--- config.mk ---
export PLATFORM = sky130hd
export DESIGN_NAME = debounce_multi
export DESIGN_NICKNAME = d
export VERILOG_FILES = /design/src/rtl/clock_ui_pkg.sv /design/src/rtl/debounce_chan.sv /design/src/rtl/debounce_multi.sv
export SDC_FILE = /design/constraint.sdc
export NUM_CORES = 1
export LEC_CHECK = 0
export BUFFER_PORTS_ARGS = -buffer_cell sky130_fd_sc_hd__buf_4
export CELL_PAD_IN_SITES_DETAIL_PLACEMENT = 0
export CELL_PAD_IN_SITES_GLOBAL_PLACEMENT = 2
export CORE_ASPECT_RATIO = 0.6
export CORE_MARGIN = 2
export CORE_UTILIZATION = 31
export CTS_CLUSTER_DIAMETER = 80
export DETAILED_ROUTE_END_ITERATION = 16
export GPL_ROUTABILITY_DRIVEN = 1
export PLACE_DENSITY = 0.69
export SLEW_MARGIN = 20
export SYNTH_ARGS = -nofsm -noshare
export SYNTH_HDL_FRONTEND = slang
export SYNTH_SLANG_ARGS = --single-unit
--- constraint.sdc ---
create_clock -name clk -period 2.3 [get_ports clk]
set_clock_uncertainty 0.1 [all_clocks]
set_input_delay 0.115 -clock clk [delete_from_list [all_inputs] [get_ports clk]]
set_output_delay 0.115 -clock clk [all_outputs]
set_load 0.005 [all_outputs]
--- src/rtl/clock_ui_pkg.sv ---
// Shared definitions for the clock front-panel user-interface logic.
//  - Hold-state encoding used by the per-channel button hold FSM.
//  - count_width(): bits needed to hold a counter value in 0..max_val.
package clock_ui_pkg;

   localparam logic [1:0] HOLD_RELEASED = 2'd0;
   localparam logic [1:0] HOLD_PRESSED  = 2'd1;
   localparam logic [1:0] HOLD_LONG     = 2'd2;

   // Width of a counter that must reach max_val without wrapping.
   function automatic int count_width(input int max_val);
      return (max_val < 1) ? 1 : $clog2(max_val + 1);
   endfunction

endpackage

--- src/rtl/debounce_chan.sv ---
// One button channel: 2-FF synchroniser, tick-paced debounce, press/release
// edge pulses and a hold FSM producing long-press and auto-repeat pulses.
// Ports:
//  clk        system clock
//  rst_n      asynchronous active-low reset
//  tick_fast  1-clk sample strobe, timebase for debounce and hold counting
//  in_bit     raw button level, already polarity-corrected (1 = pressed)
//  deb        debounced level
//  press      1-clk pulse the clk after deb rises
//  release_p  1-clk pulse the clk after deb falls
//  long_p     1-clk pulse when the hold reaches LONG_TICKS
//  rpt        1-clk pulse with press, with long_p, then every REPEAT_TICKS
module debounce_chan
   import clock_ui_pkg::*;
#(
   parameter int STABLE_COUNT = 10,
   parameter int LONG_TICKS   = 1000,
   parameter int REPEAT_TICKS = 200
) (
   input  logic clk,
   input  logic rst_n,
   input  logic tick_fast,
   input  logic in_bit,
   output logic deb,
   output logic press,
   output logic release_p,
   output logic long_p,
   output logic rpt
);

   localparam int CW       = count_width(STABLE_COUNT);
   localparam int HMAX     = (LONG_TICKS > REPEAT_TICKS) ? LONG_TICKS : REPEAT_TICKS;
   localparam int HW       = count_width(HMAX);
   localparam int REP_LAST_I = (REPEAT_TICKS > 0) ? REPEAT_TICKS - 1 : 0;

   localparam logic [CW-1:0] CNT_MAX   = CW'(STABLE_COUNT);
   localparam logic [CW-1:0] CNT_LAST  = CW'(STABLE_COUNT - 1);
   localparam logic [HW-1:0] LONG_LAST = HW'(LONG_TICKS - 1);
   localparam logic [HW-1:0] REP_LAST  = HW'(REP_LAST_I);

   logic          s1_reg;
   logic          s2_reg;
   logic          cand_reg;
   logic [CW-1:0] cnt_reg;
   logic          deb_reg;
   logic          deb_d_reg;
   logic [1:0]    state_reg;
   logic [HW-1:0] hcnt_reg;

   assign deb = deb_reg;

   // Synchroniser and debounce. A new candidate level restarts the count;
   // deb follows the candidate on the tick where the count reaches
   // STABLE_COUNT, so STABLE_COUNT+1 equal samples (load included) are needed.
   always_ff @(posedge clk or negedge rst_n) begin
      if (!rst_n) begin
         s1_reg    <= 1'b0;
         s2_reg    <= 1'b0;
         cand_reg  <= 1'b0;
         cnt_reg   <= '0;
         deb_reg   <= 1'b0;
         deb_d_reg <= 1'b0;
      end else begin
         s1_reg    <= in_bit;
         s2_reg    <= s1_reg;
         deb_d_reg <= deb_reg;
         if (tick_fast) begin
            if (s2_reg != cand_reg) begin
               cand_reg <= s2_reg;
               cnt_reg  <= '0;
            end else begin
               if (cnt_reg != CNT_MAX)
                  cnt_reg <= cnt_reg + 1'b1;
               if ((cnt_reg == CNT_LAST) || (cnt_reg == CNT_MAX))
                  deb_reg <= cand_reg;
            end
         end
      end
   end

   // Edge pulses and hold FSM. Release and press are acted on at any clk;
   // hold counting only advances on ticks. A low deb always wins, so the
   // release clk never carries long_p or rpt.
   always_ff @(posedge clk or negedge rst_n) begin
      if (!rst_n) begin
         press     <= 1'b0;
         release_p <= 1'b0;
         long_p    <= 1'b0;
         rpt       <= 1'b0;
         state_reg <= HOLD_RELEASED;
         hcnt_reg  <= '0;
      end else begin
         press     <= deb_reg & ~deb_d_reg;
         release_p <= ~deb_reg & deb_d_reg;
         long_p    <= 1'b0;
         rpt       <= 1'b0;
         if (!deb_reg) begin
            state_reg <= HOLD_RELEASED;
            hcnt_reg  <= '0;
         end else if (!deb_d_reg) begin
            state_reg <= HOLD_PRESSED;
            hcnt_reg  <= '0;
            rpt       <= 1'b1;
         end else if (tick_fast) begin
            case (state_reg)
               HOLD_PRESSED: begin
                  if (hcnt_reg == LONG_LAST) begin
                     long_p    <= 1'b1;
                     rpt       <= 1'b1;
                     state_reg <= HOLD_LONG;
                     hcnt_reg  <= '0;
                  end else begin
                     hcnt_reg <= hcnt_reg + 1'b1;
                  end
               end
               HOLD_LONG: begin
                  // REPEAT_TICKS of zero parks the channel in LONG silently.
                  if (REPEAT_TICKS != 0) begin
                     if (hcnt_reg == REP_LAST) begin
                        rpt      <= 1'b1;
                        hcnt_reg <= '0;
                     end else begin
                        hcnt_reg <= hcnt_reg + 1'b1;
                     end
                  end
               end
               default: begin
                  state_reg <= HOLD_RELEASED;
                  hcnt_reg  <= '0;
               end
            endcase
         end
      end
   end

endmodule

--- src/rtl/debounce_multi.sv ---
// N-channel button conditioner for the clock front panel. Applies the
// per-channel INVERT mask (1 = active-low pad) and instantiates one
// independent debounce_chan per channel.
// Ports:
//  clk        system clock
//  rst_n      asynchronous active-low reset
//  tick_fast  1-clk sample strobe (debounce and hold timebase)
//  in_raw     N asynchronous button inputs
//  deb        N debounced levels (1 = pressed)
//  press      N press pulses
//  release_p  N release pulses
//  long_p     N long-press pulses
//  rpt        N repeat pulses
module debounce_multi #(
   parameter int           N            = 4,
   parameter int           STABLE_COUNT = 10,
   parameter int           LONG_TICKS   = 1000,
   parameter int           REPEAT_TICKS = 200,
   parameter logic [N-1:0] INVERT       = '0
) (
   input  logic         clk,
   input  logic         rst_n,
   input  logic         tick_fast,
   input  logic [N-1:0] in_raw,
   output logic [N-1:0] deb,
   output logic [N-1:0] press,
   output logic [N-1:0] release_p,
   output logic [N-1:0] long_p,
   output logic [N-1:0] rpt
);

   genvar gi;
   generate
      for (gi = 0; gi < N; gi++) begin : g_chan
         debounce_chan #(
            .STABLE_COUNT (STABLE_COUNT),
            .LONG_TICKS   (LONG_TICKS),
            .REPEAT_TICKS (REPEAT_TICKS)
         ) u_chan (
            .clk       (clk),
            .rst_n     (rst_n),
            .tick_fast (tick_fast),
            .in_bit    (in_raw[gi] ^ INVERT[gi]),
            .deb       (deb[gi]),
            .press     (press[gi]),
            .release_p (release_p[gi]),
            .long_p    (long_p[gi]),
            .rpt       (rpt[gi])
         );
      end
   endgenerate

endmodule

## Word level (Yosys, flattened, before mapping)

Cells that the tools add are included.

- Word-level logic and storage cells: 236
- Register bits after elaboration: 100
- Bits of input ports: 7

- Reduce and logical (&&, ||, !) cells: 24
- Bitwise operators: 20
- Equal/unequal tests: 44
- Add/subtract/negate cells: 8
- Muxes and demuxes: 92

Operator list:

| operator | number |
|---|---|
| $mux 10 | 20 |
| $pmux 10 s2 | 4 |
| $add 10x1->10 const B | 4 |
| $eq 10x10->1 const B | 4 |
| $eq 10x8->1 const B | 4 |
| $mux 1 | 36 |
| $eq 4x4->1 const B | 8 |
| $mux 2 | 16 |
| $mux 4 | 8 |
| $ne 4x4->1 const B | 8 |
| $ne 3x3->1 const B | 8 |
| $reduce_and 3->1 | 8 |
| $add 4x1->4 const B | 4 |
| $pmux 2 s2 | 4 |
| $reduce_and 2->1 | 8 |
| $not 1->1 | 12 |
| $and 1x1->1 | 8 |
| $eq 2x1->1 const B | 4 |
| $eq 2x2->1 const B | 4 |
| $pmux 1 s2 | 4 |
| $reduce_bool 2->1 | 4 |
| $logic_or 1x1->1 | 4 |
| $ne 1x1->1 | 4 |

## Logic depth before layout (Yosys ltp)

Gate-level depths: netlist (run 1).

- Depth after elaboration: 6
- Gate-level depth with buffers: 7
- Mapped depth without buffers: 7

## By module

From an unflattened synthesis (run 1), not the netlist that was laid out.

- Cell total of the unflattened synthesis: 584
- Area total of the unflattened synthesis: 5645.4 µm²

Modules (own cells, without submodules):

| module | cells each | sequential area each (µm²) | area each (µm²) | times used |
|---|---|---|---|---|
| debounce_chan | 146 | 625.6 | 1411.4 | 4 |

## Worst setup path after synthesis (run 1)

No wires, ideal clock.

- Kind: register to register
- Start: register g_chan[3].u_chan.hcnt_reg[0]
- End: register g_chan[3].u_chan.hcnt_reg[7]
- Cell stages (with the launch flop): 7
- Clock period less this slack: 1.994 ns
- Setup time: 0.080 ns
- Arrival: 1.814 ns
- Path slack: 0.306 ns
- Path through: dfrtp_1 > ha_1 > nand4bb_1 > o31ai_1 > a2111o_2 > or3_1 > o211ai_2

- Word-level cells in the longest chain between the ends: 6

Ends and longest elaborated chain:

| item | line | source |
|---|---|---|
| from (decl) | debounce_chan.sv:48 | `logic [HW-1:0] hcnt_reg;` |
| from (signal assigned) | debounce_chan.sv:113 | `hcnt_reg <= hcnt_reg + 1'b1;` |
| from (signal assigned) | debounce_chan.sv:123 | `hcnt_reg <= hcnt_reg + 1'b1;` |
| $add 10x1->10, or another cell as far along | debounce_chan.sv:113, debounce_chan.sv:123 |  |
| $mux 10 (on tied branches) | debounce_chan.sv:119, debounce_chan.sv:107 |  |
| $pmux 10 s2 (*) | debounce_chan.sv:105 | `case (state_reg)` |
| $mux 10 (*) | debounce_chan.sv:104 | `end else if (tick_fast) begin` |
| $mux 10 (*) | debounce_chan.sv:100 | `end else if (!deb_d_reg) begin` |
| $mux 10 (*) | debounce_chan.sv:97 | `if (!deb_reg) begin` |

Mark *: on every way between the ends. The rest lies on a longest branch, timed or not. The select of a mux whose other input is x is not followed.
A chain may end at the register's enable or synchronous reset.

## Worst setup path after layout (run 1)

- Start: register g_chan[3].u_chan.hcnt_reg[5]
- End: register g_chan[3].u_chan.hcnt_reg[6]

The elaborated chain is that of the path after synthesis.

==> metrics.yaml, run 1 <==
pwr:
  p_leak_uw: 0.00262
  power.density_nw_per_um2: 614
  peakVddDrop_mv: 0.336
grt:
  grt_usage_pct: 13.3
  grt_pass1_wl_microns: 19900
  overflow: 0
  grt_max_degree: 46
  antenna_found_initial: 0
  grt_pass1_vias: 3939
cells_and_area:
  final_cells: 826
  nets: 618
  nFillCells: 1738
  largest_reg_flops: 40
  final-seq-area_sq_um: 2500
  multi_input_area_sq_um: 2510
  drive_gt1_share_pct: 12.2
  area_growth_pct: 14.9
  n_antenna_cell: 0
  final_util_pct: 36.0
  finish.instance_area_sq_um: 6100
route:
  via_count: 4146
  wl_per_cell_microns: 14.4
  antenna_left: 0
  wl_microns: 11900
  drc_errors: 0
  drtIter0Drc: 206
  vias_per_cell: 5.02
  dr.pass1.iters: 4
clock_tree:
  clock_latency_ns: 0.34
  cts_root_buffer: "clkbuf_16"
  post-cts-setup-buffer-count: 0
  cts.sinks: 100
  cts_buffers: 9
  cts_tree: "built"
  cts_max_level: 3
  cts.path.max_buffers: 2
  clkTransAtPathRegs_ns: 0.07
yosys:
  synthArstFlopShare_pct: 100
  yosysTopAreaCellShare_pct: 47.1
  synthTopCellsByArea: "dfrtp_1 47%, ha_1 5.7%, o21ai_0 5.4%"
  synth_edf_count: 0
  seq_area_frac_synth_pct: 47.1
  yosysUniqueCellTypes: 60
  synth.net_count: 596
  syn_inst: 565
  ys.flop_type: "dfrtp_1"
  yosys.area.top_type: "dfrtp_1"
  ys_ff_latch: 100
  ys.warnings.count: 0
  netlist_area_sq_um: 5310
  avgSynthCellArea_sq_um: 9.40
placed_design:
  pre_cts_ws_ns: 0.103
  numPlacedInstances: 804
  port_buffers: 26
  place_hpwl_microns: 8140
  place_congestion: 0.804
  place_area_sq_um: 5700
floorplanning:
  core_sq_um: 16900
  die_x_microns: 173
  dieArea_sq_um: 18200
  initial_core_util_pct: 31.3
  dieHeight_microns: 105
  ios: 27
  rows: 37
setup_path:
  endpoint_kind: "register"
  arrival_ns: 2.33
  crit_chain: "or3_1, o31ai_1, a2111o_1, o21ai_0, a21o_1"
  critPathMaxStageDelay_ns: 0.44
  path_max_fanout: 7
  slowest_stage: "dfrtp_1"
  criticalPathCategory: "register to register"
  cp.required_ns: 2.43
  startpoint_type: "register"
timing:
  worst_pin_slew_ns: 0.643
  hold_viol: 0
  fin_crit_ns: 2.20
  drv_slew: 0
  grt_setup_unrepaired: "false"
  max_freq_mhz: 454
  layout_setup_ws_ns: 0.0989
  slew_headroom_pct: 56.9
  setup_tns_ns: 0
  finalCritPeriodShare_pct: 95.7
  setup_viol: 0
status:
  status: "finished clean"
worst_hold_path:
  hold_path_class: "primary input to register"
job:
  cap_violations: 0
## cell usage after synthesis (all sizes together), types with 5 or more instances
| master | number |
|---|---|
| a21boi | 5 |
| a21o | 5 |
| a21oi | 12 |
| a31oi | 10 |
| and3 | 15 |
| buf | 26 |
| clkbuf | 10 |
| dfrtp | 100 |
| ha | 24 |
| inv | 30 |
| nand2 | 65 |
| nand3 | 46 |
| nand4 | 11 |
| nor2 | 21 |
| nor2b | 7 |
| nor3 | 10 |
| nor3b | 8 |
| o21ai | 60 |
| o31ai | 9 |
| or2 | 5 |
| or3 | 20 |
## power breakdown
group	total, uW	internal [uW]	switching [uW]
clock network	1590	934	657
logic	258	99.2	159
registers	1890	1820	77.4
total	3740	2850	894
## cells by family (layout without fill, tap and decap cells)
logic type,after synthesis,count (layout),synth area share (%)
simple gates,230,230,22.6
compound gates,131,132,15.8
flops,100,100,47.1
buf+inv,66,92,6.27
fa+ha+maj,24,24,5.66
xor+xnor,8,8,1.32
mux,6,6,1.23
## path summary, 6_finish.rpt
path	depth (start not counted)	start	slack, ns	to
worst max-delay path	5	g_chan[3].u_chan.hcnt_reg[5]	0.1	g_chan[3].u_chan.hcnt_reg[6]
worst min-delay path	3	tick_fast	0.05	g_chan[1].u_chan.long_p
worst max register to register	5	g_chan[3].u_chan.hcnt_reg[5]	0.1	g_chan[3].u_chan.hcnt_reg[6]
min in group asynchronous	2	rst_n	0.14	g_chan[1].u_chan.hcnt_reg[8]
max in group asynchronous	3	rst_n	1.24	g_chan[3].u_chan.press
worst min register to register	0	g_chan[1].u_chan.s1_reg	0.25	g_chan[1].u_chan.s2_reg
## critical path: cells and delay by family (launching register included)
family / cells / cell delay (ns)
AOI/OAI and AO/OA: 4 / 1.13
DFF: 1 / 0.44
and+or+nand+nor: 1 / 0.42
## metal layers
layer | track usage, % | up-vias | share of wire [%]
met5 | 0 | - | 0
met4 | 2.91 | 0 | 0.91
met3 | 3.07 | 9 | 3.8
met2 | 19.1 | 73 | 40
met1 | 20.2 | 2005 | 55
li1 | - | 2059 | -
## stage by stage
stage	power (uW)	hold WS, ns
finish	3740	0.0455
global route	3920	0.0476
CTS	3800	0.0328
detailed placement	2180	-0.00665
global placement	2170	-0.00804
floorplan	2060	-0.281
## what timing repair did
| item | 4_1_cts | 5_1_grt |
|---|---|---|
| endpoints found under the setup margin | 0 | 2 |
| hold buffers | 5 | 0 |
| hold endpoints to repair | 32 | 0 |
| resized for setup | 0 | 2 |
## cell usage in the layout, fill, tap and decap left out, drive strengths merged, types with 2 or more instances in the layout
cell,netlist,routed
dfrtp,100,100
nand2,65,65
o21ai,60,60
nand3,46,46
buf,26,41
inv,30,30
ha,24,24
nor2,21,21
or3,20,20
and3,15,15
clkbuf,10,13
a21oi,12,12
nand4,11,11
nor3,10,10
a31oi,10,10
o31ai,9,9
nor3b,8,8
nor2b,7,7
or2,5,5
a21boi,5,5
a21o,5,5
dlygate4sd3,0,5
nor4,4,4
nand4b,4,4
nand3b,4,4
xnor2,4,4
xor2,4,4
mux2,4,4
and2,4,4
o211ai,4,4
a211oi,3,3
a41oi,3,3
a32o,3,3
a211o,2,2
o2111a,2,2
mux2i,2,2
nand4bb,2,2
a2111o,1,2
clkinv,0,2
## cell type report
cell class | instances | share of cell area, %
multi-input combinational | 400 | 41.1
sequential | 100 | 41.0
timing repair buffer | 46 | 6.07
tap | 234 | 4.80
clock buffer | 13 | 4.43
inverter | 30 | 1.85
clock inverter | 3 | 0.718
(Power assumes the default switching activity.)
==> inputs of run 2 (changes only) <==
--- a/config.mk
+++ b/config.mk
@@ -6,15 +6,15 @@
 export NUM_CORES = 1
 export LEC_CHECK = 0
 export BUFFER_PORTS_ARGS = -buffer_cell sky130_fd_sc_hd__buf_4
-export CELL_PAD_IN_SITES_DETAIL_PLACEMENT = 0
-export CELL_PAD_IN_SITES_GLOBAL_PLACEMENT = 2
+export CELL_PAD_IN_SITES_DETAIL_PLACEMENT = 1
+export CELL_PAD_IN_SITES_GLOBAL_PLACEMENT = 1
 export CORE_ASPECT_RATIO = 0.6
 export CORE_MARGIN = 2
 export CORE_UTILIZATION = 31
 export CTS_CLUSTER_DIAMETER = 80
 export DETAILED_ROUTE_END_ITERATION = 16
 export GPL_ROUTABILITY_DRIVEN = 1
-export PLACE_DENSITY = 0.69
+export PLACE_DENSITY = 0.6
 export SLEW_MARGIN = 20
 export SYNTH_ARGS = -nofsm -noshare
 export SYNTH_HDL_FRONTEND = slang
==> run 2 against run 1 <==
Fmax is 1.1% higher; first-iteration DRC count is 4.9% higher; count of clock-buffer cells in the layout is 1 lower; clock power hardly changed; critical endpoint is now g_chan[3].u_chan.hcnt_reg[2]; largest cell class is now sequential cells; highest routed layer unchanged.
==> metrics.yaml, run 2 (same netlist as run 1, synthesis figures left out) <==
clock_tree:
  cts.sinks: 100
  cts_max_level: 3
  clkTransAtPathRegs_ns: 0.06
  cts_root_buffer: "clkbuf_16"
  cts.path.max_buffers: 2
  clock_latency_ns: 0.35
  cts_buffers: 9
  cts_tree: "built"
floorplanning:
  initial_core_util_pct: 31.3
  dieHeight_microns: 105
  dieArea_sq_um: 18200
  core_sq_um: 16900
  ios: 27
  die_x_microns: 173
  rows: 37
setup_path:
  arrival_ns: 2.36
  criticalPathCategory: "register to register"
  endpoint_kind: "register"
  path_max_fanout: 8
  startpoint_type: "register"
  cp.required_ns: 2.49
route:
  vias_per_cell: 5.13
  drtIter0Drc: 216
  drc_errors: 0
  wl_microns: 12800
  dr.pass1.iters: 4
  antenna_left: 0
  via_count: 4250
  wl_per_cell_microns: 15.4
pwr:
  internal-power_uw: 2810
  p_comb_share_pct: 7.1
  p_total_uw: 3720
  swShare_pct: 24.3
  power.density_nw_per_um2: 609
  p_leak_uw: 0.00263
  clkPwrFrac_pct: 42.1
  peakVddDrop_mv: 0.341
  p_sw_uw: 904
  power_frac_seq_pct: 50.9
timing:
  worst_pin_slew_ns: 0.738
  max_freq_mhz: 459
  grt_setup_unrepaired: "false"
  drv_slew: 0
  setup_tns_ns: 0
  slew_headroom_pct: 50.6
  setup_viol: 0
  finalCritPeriodShare_pct: 94.7
  hold_viol: 0
  fin_crit_ns: 2.18
job:
  cap_violations: 0
placed_design:
  place_congestion: 0.775
  port_buffers: 26
  place_hpwl_microns: 9140
cells_and_area:
  final_cell_mix: "100 x dfrtp_1, 65 x nand2_1, 57 x o21ai_0, 46 x nand3_1, 44 x buf_4"
  area_growth_pct: 14.9
  nets: 621
  final_common_cell: "dfrtp_1"
  largest_reg_flops: 40
  drive_gt1_share_pct: 12.6
  n_antenna_cell: 0
  nFillCells: 1959
worst_hold_path:
  hold_path_class: "primary input to register"
grt:
  grt_pass1_vias: 4344
  overflow: 0
  grt_max_degree: 36
  grt_pass1_wl_microns: 22300
  grt_usage_pct: 14.9
  antenna_found_initial: 0
status:
  status: "finished clean"
[run 2: cell types whose count changed in the layout (fill, tap and decap cells not counted), sizes merged]
| cell | delta |
|---|---|
| buf | +4 |
| clkinvlp | +1 |
| clkbuf | -1 |
| a2111o | -1 |
[run 2: critical path, cell delays in order (launching register included)]
cell and delay (ns):
dfrtp_1 0.42, ha_1 0.28, nand4bb_4 0.14, o31ai_1 0.10, a2111o_2 0.56, buf_4 0.19
nor3b_1 0.21, a21o_1 0.11
[run 2: routing by layer]
layer,track usage (%),vias to the layer above,part of all wire [%]
met2,22.1,39,43
met1,21.6,2129,53
met3,3.61,10,3.0
met5,0,-,0
met4,4.24,0,1.0
li1,-,2072,-
[run 2: area by class of cell]
cell class                 count  area [sq um]  share of cell area, %
sequential                   100          2500                   41.0
multi-input combinational    399          2490                   40.8
timing repair buffer          50           400                   6.56
tap                          234           293                   4.80
clock buffer                  12           256                   4.20
inverter                      30           113                   1.85
clock inverter                 4          47.5                  0.779
[run 2: path summary, 6_finish.rpt]
kind | to | slack, ns | depth (start not counted) | startpoint
setup / recovery | g_chan[3].u_chan.hcnt_reg[2] | 0.12 | 7 | g_chan[3].u_chan.hcnt_reg[0]
min in group asynchronous | g_chan[2].u_chan.cnt_reg[1] | 0.19 | 2 | rst_n
setup reg to reg | g_chan[3].u_chan.hcnt_reg[2] | 0.12 | 7 | g_chan[3].u_chan.hcnt_reg[0]
hold reg to reg | g_chan[2].u_chan.s2_reg | 0.25 | 0 | g_chan[2].u_chan.s1_reg
hold / removal | g_chan[1].u_chan.long_p | 0.10 | 3 | tick_fast
max in group asynchronous | g_chan[2].u_chan.hcnt_reg[6] | 1.31 | 3 | rst_n
[run 2: repair_timing]
action | 4_1_cts | 5_1_grt
endpoints found under the setup margin | 0 | 3
hold buffers | 5 | 0
setup buffers | 0 | 4
hold endpoints to repair | 33 | 0
gates resized for setup | 0 | 1
[run 2: power groups by stage]
stage,sequential (uW),clock [uW],combinational (uW)
final,1890,1560,262
after global routing,1900,1700,318
after CTS,1890,1630,271
after detailed placement,1930,0,262
after global placement,1920,0,249
after floorplan,1900,0,156
[run 2: metrics by stage]
| stage | area (sq um) | util, % | hold slack [ns] | std cells | worst slack, ns |
|---|---|---|---|---|---|
| finish | 6100 | 36.0 | 0.102 | 829 | 0.122 |
| global route | 6100 | 36.0 | 0.122 | 829 | 0.00388 |
| CTS | 6060 | 35.7 | 0.0881 | 825 | 0.0413 |
| detailed placement | 5700 | 33.7 | 0.0206 | 804 | 0.0527 |
| global placement | 5700 | 33.7 | 0.0190 | 804 | 0.119 |
| floorplan | 5310 | - | -0.281 | 565 | 0.306 |
==> inputs of run 3 (changes only) <==
--- a/config.mk
+++ b/config.mk
@@ -8,7 +8,7 @@
 export BUFFER_PORTS_ARGS = -buffer_cell sky130_fd_sc_hd__buf_4
 export CELL_PAD_IN_SITES_DETAIL_PLACEMENT = 1
 export CELL_PAD_IN_SITES_GLOBAL_PLACEMENT = 1
-export CORE_ASPECT_RATIO = 0.6
+export CORE_ASPECT_RATIO = 0.5
 export CORE_MARGIN = 2
 export CORE_UTILIZATION = 31
 export CTS_CLUSTER_DIAMETER = 80
==> run 3 against run 2 <==
Sequential share of layout area is 0.39 points higher; combinational power fell by 3%; sequential power barely moved; hold slack lost 0.011 ns; largest power group unchanged; largest cell class unchanged.
==> metrics.yaml, run 3 (same netlist as run 1, synthesis figures left out) <==
grt:
  grt_max_degree: 44
  overflow: 0
  antenna_found_initial: 0
  grt_usage_pct: 14.4
  grt_pass1_wl_microns: 21100
  grt_pass1_vias: 4247
floorplanning:
  rows: 33
  dieHeight_microns: 96.5
  ios: 27
  core_sq_um: 16600
  die_x_microns: 189
  initial_core_util_pct: 32.1
  dieArea_sq_um: 18300
pwr:
  p_total_uw: 3630
  peakVddDrop_mv: 0.344
  power.density_nw_per_um2: 601
  p_leak_uw: 0.00261
cells_and_area:
  final_cell_mix: "100 x dfrtp_1, 65 x nand2_1, 57 x o21ai_0, 46 x nand3_1, 42 x buf_4"
  n_antenna_cell: 0
  nFillCells: 1883
  largest_reg_flops: 40
  nets: 619
  final_common_cell: "dfrtp_1"
  drive_gt1_share_pct: 12.5
  area_growth_pct: 13.9
  finish.instance_area_sq_um: 6050
  final-seq-area_sq_um: 2500
  multi_input_area_sq_um: 2480
setup_path:
  startpoint_type: "register"
  r2r_cells: 7
  cp.required_ns: 2.49
  path_max_fanout: 7
  r2r-start: "g_chan[3].u_chan.hcnt_reg[0]"
  r2r_end: "g_chan[3].u_chan.hcnt_reg[8]"
  ff2ff_setup_slack_ns: 0.14
  endpoint_kind: "register"
  arrival_ns: 2.35
  criticalPathCategory: "register to register"
clock_tree:
  clock_latency_ns: 0.35
  cts_tree: "built"
  cts_root_buffer: "clkbuf_16"
  clkTransAtPathRegs_ns: 0.07
  cts.path.max_buffers: 2
  cts_buffers: 9
  cts_max_level: 3
  cts.sinks: 100
timing:
  worst_pin_slew_ns: 0.599
  slew_headroom_pct: 60.1
  hold_viol: 0
  grt_setup_unrepaired: "false"
  drv_slew: 0
  finalCritPeriodShare_pct: 94.1
  setup_tns_ns: 0
  max_freq_mhz: 462
  fin_crit_ns: 2.16
  setup_viol: 0
placed_design:
  place_area_sq_um: 5690
  place_congestion: 0.759
  place_hpwl_microns: 8280
  port_buffers: 26
route:
  drtIter0Drc: 141
  dr.pass1.iters: 4
  drc_errors: 0
  antenna_left: 0
  wl_microns: 12100
  wl_per_cell_microns: 14.7
  vias_per_cell: 5.15
  via_count: 4224
worst_hold_path:
  hold_start: "tick_fast"
  whs_endpoint: "g_chan[0].u_chan.cnt_reg[3]"
  hold_depth: 3
  hold_path_class: "primary input to register"
job:
  cap_violations: 0
status:
  status: "finished clean"
run 3: changes by cell type in the layout (fill, tap and decap cells not counted):
cell,previous run,this run
inv_6,0,4
buf_4,44,42
bufinv_16,1,0
clkbuf_1,1,0
clkbuf_8,2,1
clkinvlp_4,1,0
ha_1,24,23
ha_2,0,1
nand4bb_1,1,2
nand4bb_4,1,0
run 3: routing by layer:
metal | global-route usage [%] | vias up | wire, microns
met1 | 19.2 | 2122 | 6160
met5 | 0 | - | 0
li1 | - | 2060 | -
met2 | 23.7 | 30 | 5510
met3 | 3.43 | 12 | 259
met4 | 3.84 | 0 | 125
run 3: final cells by class:
| type | count | share of cell area, % |
|---|---|---|
| clock buffer | 10 | 3.95 |
| clock inverter | 6 | 0.745 |
| inverter | 30 | 1.86 |
| multi-input combinational | 399 | 41.0 |
| sequential | 100 | 41.4 |
| tap | 227 | 4.70 |
| timing repair buffer | 48 | 6.37 |
run 3: critical path, stage by stage (launching register included):
cell and delay (ns):
dfrtp_1 0.42, ha_2 0.22, nand4bb_1 0.15, o31ai_1 0.12, a2111o_2 0.55, buf_4 0.17
nor4_1 0.25, a21o_1 0.12
run 3: report_power, final:
group	internal, uW	switching, uW	total (uW)	leakage [uW]
Sequential	1810	73.9	1890	0.00132
Combinational	96.3	158	254	0.00115
Clock	777	715	1490	0.000144
run 3: timing repair:
item,in CTS,in global routing
setup buffers,0,2
endpoints found under the hold margin,45,0
hold buffers,5,0
setup endpoints to repair,0,1
resized for setup,0,1
run 3: worst max path at each step:
| stage | slack, ns | end | depth (start not counted) | startpoint |
|---|---|---|---|---|
| 2_1_floorplan | 0.31 | g_chan[3].u_chan.hcnt_reg[7] | 6 | g_chan[3].u_chan.hcnt_reg[0] |
| 3_3_place_gp | 0.17 | g_chan[3].u_chan.hcnt_reg[2] | 7 | g_chan[3].u_chan.hcnt_reg[0] |
| 3_5_place_dp | 0.14 | g_chan[3].u_chan.hcnt_reg[2] | 7 | g_chan[3].u_chan.hcnt_reg[0] |
| 4_1_cts | 0.13 | g_chan[3].u_chan.hcnt_reg[2] | 7 | g_chan[3].u_chan.hcnt_reg[0] |
| 5_1_grt | 0.04 | g_chan[3].u_chan.hcnt_reg[8] | 7 | g_chan[3].u_chan.hcnt_reg[0] |
| 6_report | 0.14 | g_chan[3].u_chan.hcnt_reg[8] | 7 | g_chan[3].u_chan.hcnt_reg[0] |
run 3: per-stage QoR:
| step | std cells | worst slack, ns | hold WS (ns) | util [%] |
|---|---|---|---|---|
| floorplan | 565 | 0.306 | -0.281 | - |
| CTS | 818 | 0.128 | 0.0805 | 36.4 |
| global placement | 797 | 0.169 | 0.0640 | 34.4 |
| global route | 820 | 0.0385 | 0.110 | 36.5 |
| detailed placement | 797 | 0.145 | 0.0683 | 34.4 |
| finish | 820 | 0.136 | 0.0906 | 36.5 |
